File: src/rtl/seg_display.sv
// seg_display
// Eight-digit multiplexed seven-segment driver for a MM:SS.cc stopwatch
// readout. The binary min/sec/ms inputs are sampled once per scan frame,
// converted to BCD by repeated subtraction, and then swapped into the
// display registers in a single cycle, so a frame never shows a mix of
// old and new digits.
//
// Ports
//   clk   : single clock, all state changes on the rising edge
//   rst   : synchronous active-high reset
//   min   : minutes, binary (values above 99 are shown as dashes)
//   sec   : seconds, binary (values above 99 are shown as dashes)
//   ms    : centiseconds, binary (values above 99 are shown as dashes)
//   an    : digit anodes, active-low, an[0] is the rightmost digit
//   seg   : segments {g,f,e,d,c,b,a}, active-low
//   dp    : decimal point, active-low, lit on the separator slots 2 and 4
//   busy  : high while a BCD conversion is in progress
module seg_display #(
    parameter int REFRESH_DIV = 100000
) (
    input  logic       clk,
    input  logic       rst,
    input  logic [6:0] min,
    input  logic [6:0] sec,
    input  logic [6:0] ms,
    output logic [7:0] an,
    output logic [6:0] seg,
    output logic       dp,
    output logic       busy
);

    typedef enum logic [1:0] {IDLE, CONV, DONE} state_t;

    localparam logic [19:0] CNT_MAX = 20'(REFRESH_DIV - 1);

    state_t      state_q, state_d;
    logic [19:0] cnt_q;
    logic [2:0]  idx_q;
    logic        firstCycle_q;
    logic [6:0]  snapMin_q, snapSec_q;
    logic        ovfMin_q, ovfSec_q, ovfMs_q;
    logic [6:0]  rem_q;
    logic [3:0]  tens_q;
    logic [1:0]  field_q;
    logic [3:0]  bcdMsOnes_q, bcdMsTens_q, bcdSecOnes_q, bcdSecTens_q;
    logic [3:0]  bcdMinOnes_q, bcdMinTens_q;
    logic [3:0]  dispMsOnes_q, dispMsTens_q, dispSecOnes_q, dispSecTens_q;
    logic [3:0]  dispMinOnes_q, dispMinTens_q;
    logic        dispOvfMin_q, dispOvfSec_q, dispOvfMs_q;
    logic [7:0]  an_q;
    logic [6:0]  seg_q;
    logic        dp_q;

    logic        strobe;
    logic        capture;
    logic        captureAccept;
    logic        stepTen;
    logic [3:0]  digitSel;
    logic        dashSel;
    logic        blankSel;
    logic [7:0]  anNext;
    logic [6:0]  segNext;
    logic        dpNext;

    function automatic logic [6:0] decodeDigit(input logic [3:0] d);
        case (d)
            4'd0:    decodeDigit = 7'b1000000;
            4'd1:    decodeDigit = 7'b1111001;
            4'd2:    decodeDigit = 7'b0100100;
            4'd3:    decodeDigit = 7'b0110000;
            4'd4:    decodeDigit = 7'b0011001;
            4'd5:    decodeDigit = 7'b0010010;
            4'd6:    decodeDigit = 7'b0000010;
            4'd7:    decodeDigit = 7'b1111000;
            4'd8:    decodeDigit = 7'b0000000;
            4'd9:    decodeDigit = 7'b0010000;
            default: decodeDigit = 7'b1111111;
        endcase
    endfunction

    assign strobe  = (cnt_q == CNT_MAX);
    // A new sample is taken once per frame (last slot's strobe) and right
    // after reset so the display does not sit at zero for a whole frame.
    assign capture = firstCycle_q | (strobe & (idx_q == 3'd7));
    // Samples arriving while a conversion is still running are dropped.
    assign captureAccept = capture & (state_q == IDLE);
    // Subtract another ten unless the field is done; tens saturates at 9,
    // which bounds the work on an overflowed field.
    assign stepTen = (rem_q >= 7'd10) && (tens_q != 4'd9);

    // Refresh divider and scan index.
    always_ff @(posedge clk) begin
        if (rst) begin
            cnt_q        <= '0;
            idx_q        <= '0;
            firstCycle_q <= 1'b1;
        end else begin
            firstCycle_q <= 1'b0;
            if (strobe) begin
                cnt_q <= '0;
                idx_q <= idx_q + 3'd1;
            end else begin
                cnt_q <= cnt_q + 20'd1;
            end
        end
    end

    // Converter state register.
    always_ff @(posedge clk) begin
        if (rst) begin
            state_q <= IDLE;
        end else begin
            state_q <= state_d;
        end
    end

    // Converter next-state logic: ms, sec, min are handled in turn and the
    // last store of the min field hands over to the display copy.
    always_comb begin
        state_d = state_q;
        case (state_q)
            IDLE: if (captureAccept) state_d = CONV;
            CONV: if (!stepTen && (field_q == 2'd2)) state_d = DONE;
            DONE: state_d = IDLE;
            default: state_d = IDLE;
        endcase
    end

    // Converter outputs.
    always_comb begin
        busy = (state_q == CONV) || (state_q == DONE);
    end

    // Snapshot, overflow flags and the subtract-by-ten datapath. ms goes
    // straight into the working remainder at capture, so only sec and min
    // need holding until their turn comes.
    always_ff @(posedge clk) begin
        if (rst) begin
            snapMin_q    <= '0;
            snapSec_q    <= '0;
            ovfMin_q     <= 1'b0;
            ovfSec_q     <= 1'b0;
            ovfMs_q      <= 1'b0;
            rem_q        <= '0;
            tens_q       <= '0;
            field_q      <= '0;
            bcdMsOnes_q  <= '0;
            bcdMsTens_q  <= '0;
            bcdSecOnes_q <= '0;
            bcdSecTens_q <= '0;
            bcdMinOnes_q <= '0;
            bcdMinTens_q <= '0;
        end else if (captureAccept) begin
            snapMin_q <= min;
            snapSec_q <= sec;
            ovfMin_q  <= (min > 7'd99);
            ovfSec_q  <= (sec > 7'd99);
            ovfMs_q   <= (ms > 7'd99);
            rem_q     <= ms;
            tens_q    <= '0;
            field_q   <= '0;
        end else if (state_q == CONV) begin
            if (stepTen) begin
                rem_q  <= rem_q - 7'd10;
                tens_q <= tens_q + 4'd1;
            end else begin
                case (field_q)
                    2'd0: begin
                        bcdMsOnes_q <= rem_q[3:0];
                        bcdMsTens_q <= tens_q;
                        rem_q       <= snapSec_q;
                    end
                    2'd1: begin
                        bcdSecOnes_q <= rem_q[3:0];
                        bcdSecTens_q <= tens_q;
                        rem_q        <= snapMin_q;
                    end
                    default: begin
                        bcdMinOnes_q <= rem_q[3:0];
                        bcdMinTens_q <= tens_q;
                    end
                endcase
                tens_q  <= '0;
                field_q <= field_q + 2'd1;
            end
        end
    end

    // Display registers change only in DONE, all at once.
    always_ff @(posedge clk) begin
        if (rst) begin
            dispMsOnes_q  <= '0;
            dispMsTens_q  <= '0;
            dispSecOnes_q <= '0;
            dispSecTens_q <= '0;
            dispMinOnes_q <= '0;
            dispMinTens_q <= '0;
            dispOvfMin_q  <= 1'b0;
            dispOvfSec_q  <= 1'b0;
            dispOvfMs_q   <= 1'b0;
        end else if (state_q == DONE) begin
            dispMsOnes_q  <= bcdMsOnes_q;
            dispMsTens_q  <= bcdMsTens_q;
            dispSecOnes_q <= bcdSecOnes_q;
            dispSecTens_q <= bcdSecTens_q;
            dispMinOnes_q <= bcdMinOnes_q;
            dispMinTens_q <= bcdMinTens_q;
            dispOvfMin_q  <= ovfMin_q;
            dispOvfSec_q  <= ovfSec_q;
            dispOvfMs_q   <= ovfMs_q;
        end
    end

    // Slot decode: pick the digit for the current scan index.
    always_comb begin
        digitSel = '0;
        dashSel  = 1'b0;
        blankSel = 1'b0;
        case (idx_q)
            3'd0: begin digitSel = dispMsOnes_q;  dashSel = dispOvfMs_q;  end
            3'd1: begin digitSel = dispMsTens_q;  dashSel = dispOvfMs_q;  end
            3'd2: begin digitSel = dispSecOnes_q; dashSel = dispOvfSec_q; end
            3'd3: begin digitSel = dispSecTens_q; dashSel = dispOvfSec_q; end
            3'd4: begin digitSel = dispMinOnes_q; dashSel = dispOvfMin_q; end
            3'd5: begin digitSel = dispMinTens_q; dashSel = dispOvfMin_q; end
            default: blankSel = 1'b1;
        endcase
        anNext  = blankSel ? 8'hFF : ~(8'd1 << idx_q);
        segNext = dashSel ? 7'b0111111 : decodeDigit(digitSel);
        dpNext  = !((idx_q == 3'd2) || (idx_q == 3'd4));
    end

    // Registered pin drivers, one cycle behind the scan index.
    always_ff @(posedge clk) begin
        if (rst) begin
            an_q  <= 8'hFF;
            seg_q <= 7'h7F;
            dp_q  <= 1'b1;
        end else begin
            an_q  <= anNext;
            seg_q <= segNext;
            dp_q  <= dpNext;
        end
    end

    assign an  = an_q;
    assign seg = seg_q;
    assign dp  = dp_q;

endmodule

File: config.mk
export PLATFORM = sky130hd
export DESIGN_NAME = seg_display
export DESIGN_NICKNAME = d
export VERILOG_FILES = /design/src/rtl/seg_display.sv
export SDC_FILE = /design/constraint.sdc
export NUM_CORES = 1
export LEC_CHECK = 0
export CAP_MARGIN = 40
export CORE_ASPECT_RATIO = 0.5
export CORE_MARGIN = 2
export CORE_UTILIZATION = 30
export DETAILED_ROUTE_END_ITERATION = 7
export PLACE_DENSITY_LB_ADDON = 0.15
export SETUP_SLACK_MARGIN = 0.05
export SYNTH_ARGS = -nofsm -noshare
export SYNTH_HDL_FRONTEND = slang
export SYNTH_SLANG_ARGS = --single-unit
File: constraint.sdc
create_clock -name clk -period 3.8 [get_ports clk]
set_input_delay 0.76 -clock clk [delete_from_list [all_inputs] [get_ports clk]]
set_output_delay 0.76 -clock clk [all_outputs]
set_load 0.03 [all_outputs]
======== Yosys cells after proc, flatten, opt, wreduce, memory -nomap -nowiden ========
Memory sizes are Yosys's and may differ from the RTL's.
Cells that the tools add are included.
storage, ports and cells
  bits in registers ....................... 123
  bits in latches ......................... 0
  RAM bits ................................ 0
  ROM bits ................................ 112
  input port bits ......................... 23
  memories ................................ 1
operators by class
  $add $sub $neg .......................... 5
  $mul .................................... 0
  div/mod/pow operators ................... 0
  $lt $le $gt $ge ......................... 4
  equal/unequal tests ..................... 14
  shift operators ......................... 1
  mux-type cells .......................... 12
  bitwise logic cells ..................... 8
  reduce and logical (&&, ||, !) cells .... 26
memory list
  name              words  width  read ports  clocked after Yosys merged registers in  write ports  RTL line  source
  (name not given)  16     7      1           0                                        0            66        case (d)
operator list
  cell                                                                                  number
  7-bit 2-to-1 mux                                                                      4
  4-bit case mux with 6 select lines                                                    1
  7-bit greater-than comparator (second input constant)                                 3
  20-bit by 1-bit adder with 20-bit output (second input constant)                      1
  20-bit by 17-bit == test with 1-bit output (second input constant)                    1
  2-bit OR reduction                                                                    8
  7-bit case mux with 2 select lines                                                    1
  4-bit AND reduction                                                                   3
  3-bit == test (second input constant)                                                 3
  8-bit inverter                                                                        1
  1-bit by 3-bit << shifter with 8-bit output (first input constant)                    1
  7-bit by 4-bit greater-or-equal comparator with 1-bit output (second input constant)  1
  7-bit by 4-bit subtractor with 7-bit output (second input constant)                   1
  3-bit by 2-bit == test with 1-bit output (second input constant)                      2
  2-bit AND reduction                                                                   3
  6-bit OR reduction                                                                    1
  4-bit by 1-bit adder with 4-bit output (second input constant)                        1
  2-bit by 1-bit == test with 1-bit output (second input constant)                      2
  2-bit == test (second input constant)                                                 2
  2-bit zero test                                                                       2
  2-bit 2-to-1 mux                                                                      2
  4-bit 2-to-1 mux                                                                      1
  2-bit != test (second input constant)                                                 2
  4-bit != test (second input constant)                                                 1
  15 further kinds                                                                      22

======== Logic depth before layout (Yosys ltp) ========
  depth after elaboration ................. 6
  depth in mapped cells ................... 11

======== Worst setup path before layout ========
Ideal clock, no wire load.
  kind .................................... register -> register
  start ................................... register idx_q[2]
  end ..................................... register seg_q[5], in the netlist seg[5]
  setup time .............................. 133 ps
  arrival time ............................ 2606 ps
  data required time ...................... 3667 ps
  setup slack ............................. 1062 ps
  cell stages (with the launch flop) ...... 12
  cell sequence ........................... dfxtp_1 > clkbuf_1 > clkbuf_1 > inv_1 > ha_1 > a222oi_1 > a21boi_0 > inv_1 > ha_1 > nand2b_1 > a21oi_1 > o21ai_1
between the ends
  longest elaborated chain between the ends .. 4
  elaborated cells on any way between the ends .. 13
RTL lines
  item                                                            RTL line  source
  from (decl)                                                     38        logic [2:0] idx_q;
  from (signal assigned)                                          101       idx_q <= idx_q + 3'd1;
  branches (longest 4 deep; another with memory read 16 x 7 bit)  --
  to (signal assigned)                                            241       seg_q <= segNext;
  to (decl)                                                       51        logic [6:0] seg_q;
Several ways; the timed one is not identified.
A chain may end at the register's enable or synchronous reset.

======== Final worst setup path ========
  start ................................... register cnt_q[0]
  end ..................................... register bcdSecOnes_q[0]
between the ends
  longest elaborated chain between the ends .. 6
RTL lines
  item                                        RTL line  source
  from (decl)                                 37        logic [19:0] cnt_q;
  from (signal assigned)                      103       cnt_q <= cnt_q + 20'd1;
  20-bit by 17-bit == test with 1-bit output  81        assign strobe = (cnt_q == CNT_MAX);
  1-bit bitwise AND                           84        assign capture = firstCycle_q | (strobe & (idx_q == 3'd7));
  1-bit OR                                    84
  1-bit bitwise AND                           86        assign captureAccept = capture & (state_q == IDLE);
  1-bit inverter (no line)                    --
  4-bit AND reduction (no line)               --
  to (signal assigned)                        174       bcdSecOnes_q <= rem_q[3:0];
  to (decl)                                   45        logic [3:0] bcdMsOnes_q, bcdMsTens_q, bcdSecOnes_q, bcdSecTens_q;
No other way between the ends.

==> out/metrics.cfg <==
[clocking]
hold_buffers=0
cts_made_buffers=17
clock_path_buffers=2
htree_levels=4
cts-root-buf=clkbuf_16
clk_pin_slew_ns=0.05
cts_tree=done
cts_sinks=123
post-cts-setup-buffers=0
insertion_delay_ns=0.42
cts-resized-gates=0

[cells_and_area]
diodes=0
final_nets=675
regArea_um2=2460
multi_input_area_um2=2710
drive_gt1_frac=0.0793
fin_util=0.376
n_fill_cell=1781
syn2layout_area_growth_pct=22.1

[detailed_routing]
firstDrtPassIters=6
num_vias=4097
antenna_left=0
drcViolationCount=0
drtIter0Drc=273
totalWireLength_um=13000
viasPerCell=4.67
wl_per_cell_um=14.8

[yosys]
synth.avg_cell_area_um2=9.01
seq_area_frac_synth=0.459
yosys.area_share.simple=0.188
synth_top_family_by_area=simple AND/OR/NAND/NOR gates
synth-edff-count=0
synth_mux_area_frac=0.127
synth_fa_ha_area_frac=0.0489
synth.net_count=640
synthTopCellsByArea=dfxtp_1 46%, mux2i_1 11%, nor2_1 6.7%, ha_1 4.9%, nand2_1 4.5%
ys.warnings.count=0
ys_seq_elements=123
syn_area_um2=5370
syn-instance-count=596
synth_compound_area_frac=0.103
yosysTopAreaCellShare=0.459
synthXorXnorAreaFrac=0.0375
ys.flop_type=dfxtp_1
synth_commonest_cells=123 x dfxtp_1, 96 x nor2_1, 64 x nand2_1
yosysTopAreaCell=dfxtp_1
synth_cell_types=51
yosysMostFrequentCell=dfxtp_1
async_reset_ff_frac=0

[power_and_ir_drop]
power_mw=3.45
p_leak_nw=2.40
power.density_nw_per_um2=526
ir_drop_v=0.000341

[grt]
antenna_found_initial=0
grt_pass1_vias=3858
grt_max_degree=76
track_usage=0.143
grt-busiest-layer=met1
grt_first_pass_wirelength_um=21100
grt_overflow=0
gr-usage-met2=0.190
use_met3=0.0381
grt_util_met1=0.219

[floorplanning]
dieArea_um2=19000
die_h_um=98.6
die_w_um=193
core_um2=17400
pin_count=40
row_count=34
floorplan.initialDensity=0.308

[timing]
period_share=0.712
slew-limit-headroom=0.480
setup_viol=0
max_freq_ghz=0.370
period_minus_slack_ns=2.70
worst_hold_slack_ns=0.451
rsz0062_at_grt=false
fin_tns_setup_ns=0
worst_slew_pin_slew_ns=0.779
finalHoldViolations=0
setup_slack_ns=1.10
fin_skew_ns=0.0105
maxSlewViolCount=0

[worst_setup_path]
reg2reg_depth=8
endpoint=bcdSecOnes_q[0]
crit_path_start=cnt_q[0]
cp-start-kind=flop
path_class=reg -> reg
crit_fanout=26
timing.rr.end=bcdSecOnes_q[0]
cp.arrival_ns=2.97
required_ns=4.07
endpoint_kind=flop
reg2reg_slack_ns=1.10
reg2reg_from=cnt_q[0]

[place]
gp_congestion=0.797
dpl.hpwl_um=8950
numPortBuffers=39
dp_slack_ns=1.10

[outcome]
status=finished, final reports clean

[hold_path]
min_path_type=reg -> reg

[run]
drv_cap=0

==> placed cells by master (no fill, tap or decap), types with 5 or more instances in the layout <==
master           synthesis  routed
nand4_1                  8       8
clkdlybuf4s50_1          0      38
clkbuf_16                0      17
xnor2_1                 12      12
nand3_1                 18      18
o21ai_0                 13      13
clkinv_2                 0       6
dfxtp_1                123     123
buf_4                    0       7
and3_1                   6       6
o21ai_1                  6       6
nor2_1                  96      96
xor2_1                  11      11
nor3_1                  14      14
a21oi_1                 41      41
inv_1                   16      16
a211oi_1                 5       5
nand2_1                 64      64
mux2_2                   7       7
ha_1                    21      21
mux2i_1                 58      58
==> registers in the layout, indices dropped and copies added (netlist names), 4 cells and up <==
| name | cells |
|---|---|
| dispMinTens_q | 4 |
| bcdSecOnes_q | 4 |
| snapMin_q | 7 |
| an | 8 |
| cnt_q | 20 |
| bcdMinOnes_q | 4 |
| snapSec_q | 7 |
| tens_q | 4 |
| dispMsTens_q | 4 |
| bcdMsOnes_q | 4 |
| dispSecOnes_q | 4 |
| seg | 7 |
| dispMinOnes_q | 4 |
| bcdSecTens_q | 4 |
| bcdMsTens_q | 4 |
| dispSecTens_q | 4 |
| bcdMinTens_q | 4 |
| rem_q | 7 |
| dispMsOnes_q | 4 |
==> critical path: stages, from the launching register on <==
cell and delay (ns):
dfxtp_1 0.37, ha_1 0.22, nand4_1 0.17, or4_4 0.49, o41a_1 0.41, buf_4 0.24
and3_1 0.38, mux2i_1 0.23, nor2_1 0.05
==> per-stage QoR <==
| step | cell area [um2] | cells |
|---|---|---|
| 2_1_floorplan | 5370 | 596 |
| 3_3_place_gp | 5970 | 846 |
| 3_5_place_dp | 5970 | 846 |
| 4_1_cts | 6560 | 877 |
| 5_1_grt | 6560 | 877 |
| 6_report | 6560 | 877 |
==> cell type report <==
cell class              instances  share of cell area
clock buffers                  18              0.0670
inverters                      17             0.00973
well taps                     234              0.0447
flip-flops and latches        123               0.376
clock inverters                13              0.0231
multi-input cells             426               0.413
repair buffers                 46              0.0668
==> how the worst min path moves through the flow <==
stage                   end  slack [ns]         start  depth (start not counted)
4_1_cts        snapSec_q[6]        0.45  snapSec_q[6]                          2
5_1_grt        snapSec_q[5]        0.48  snapSec_q[5]                          2
3_5_place_dp   snapMin_q[3]        0.45  snapMin_q[3]                          2
3_3_place_gp   snapSec_q[6]        0.44  snapSec_q[6]                          2
2_1_floorplan      cnt_q[0]        0.43      cnt_q[0]                          1
6_report       snapMin_q[5]        0.45  snapMin_q[5]                          2
==> power by group <==
part	internal, mW	total (mW)	leakage, nW	switching, mW
Clock	1.04	1.64	0.287	0.605
Sequential	1.34	1.38	0.999	0.0468
Combinational	0.166	0.419	1.12	0.253
==> cell families (layout without fill, tap and decap cells) <==
| family | Yosys count | count (layout) |
|---|---|---|
| AND/OR/NAND/NOR | 227 | 227 |
| flip-flops | 123 | 123 |
| AO/OA/AOI/OAI | 88 | 88 |
| multiplexers | 67 | 67 |
| buffers and inverters | 47 | 94 |
| XOR/XNOR | 23 | 23 |
| adder cells (fa/ha/maj) | 21 | 21 |
==> layer usage <==
layer	wire [um]	up-vias
met4	161	0
met2	4970	73
met3	590	15
met5	0	-
met1	7270	1902
li1	-	2107
Power figures use the tool's default switching activity.
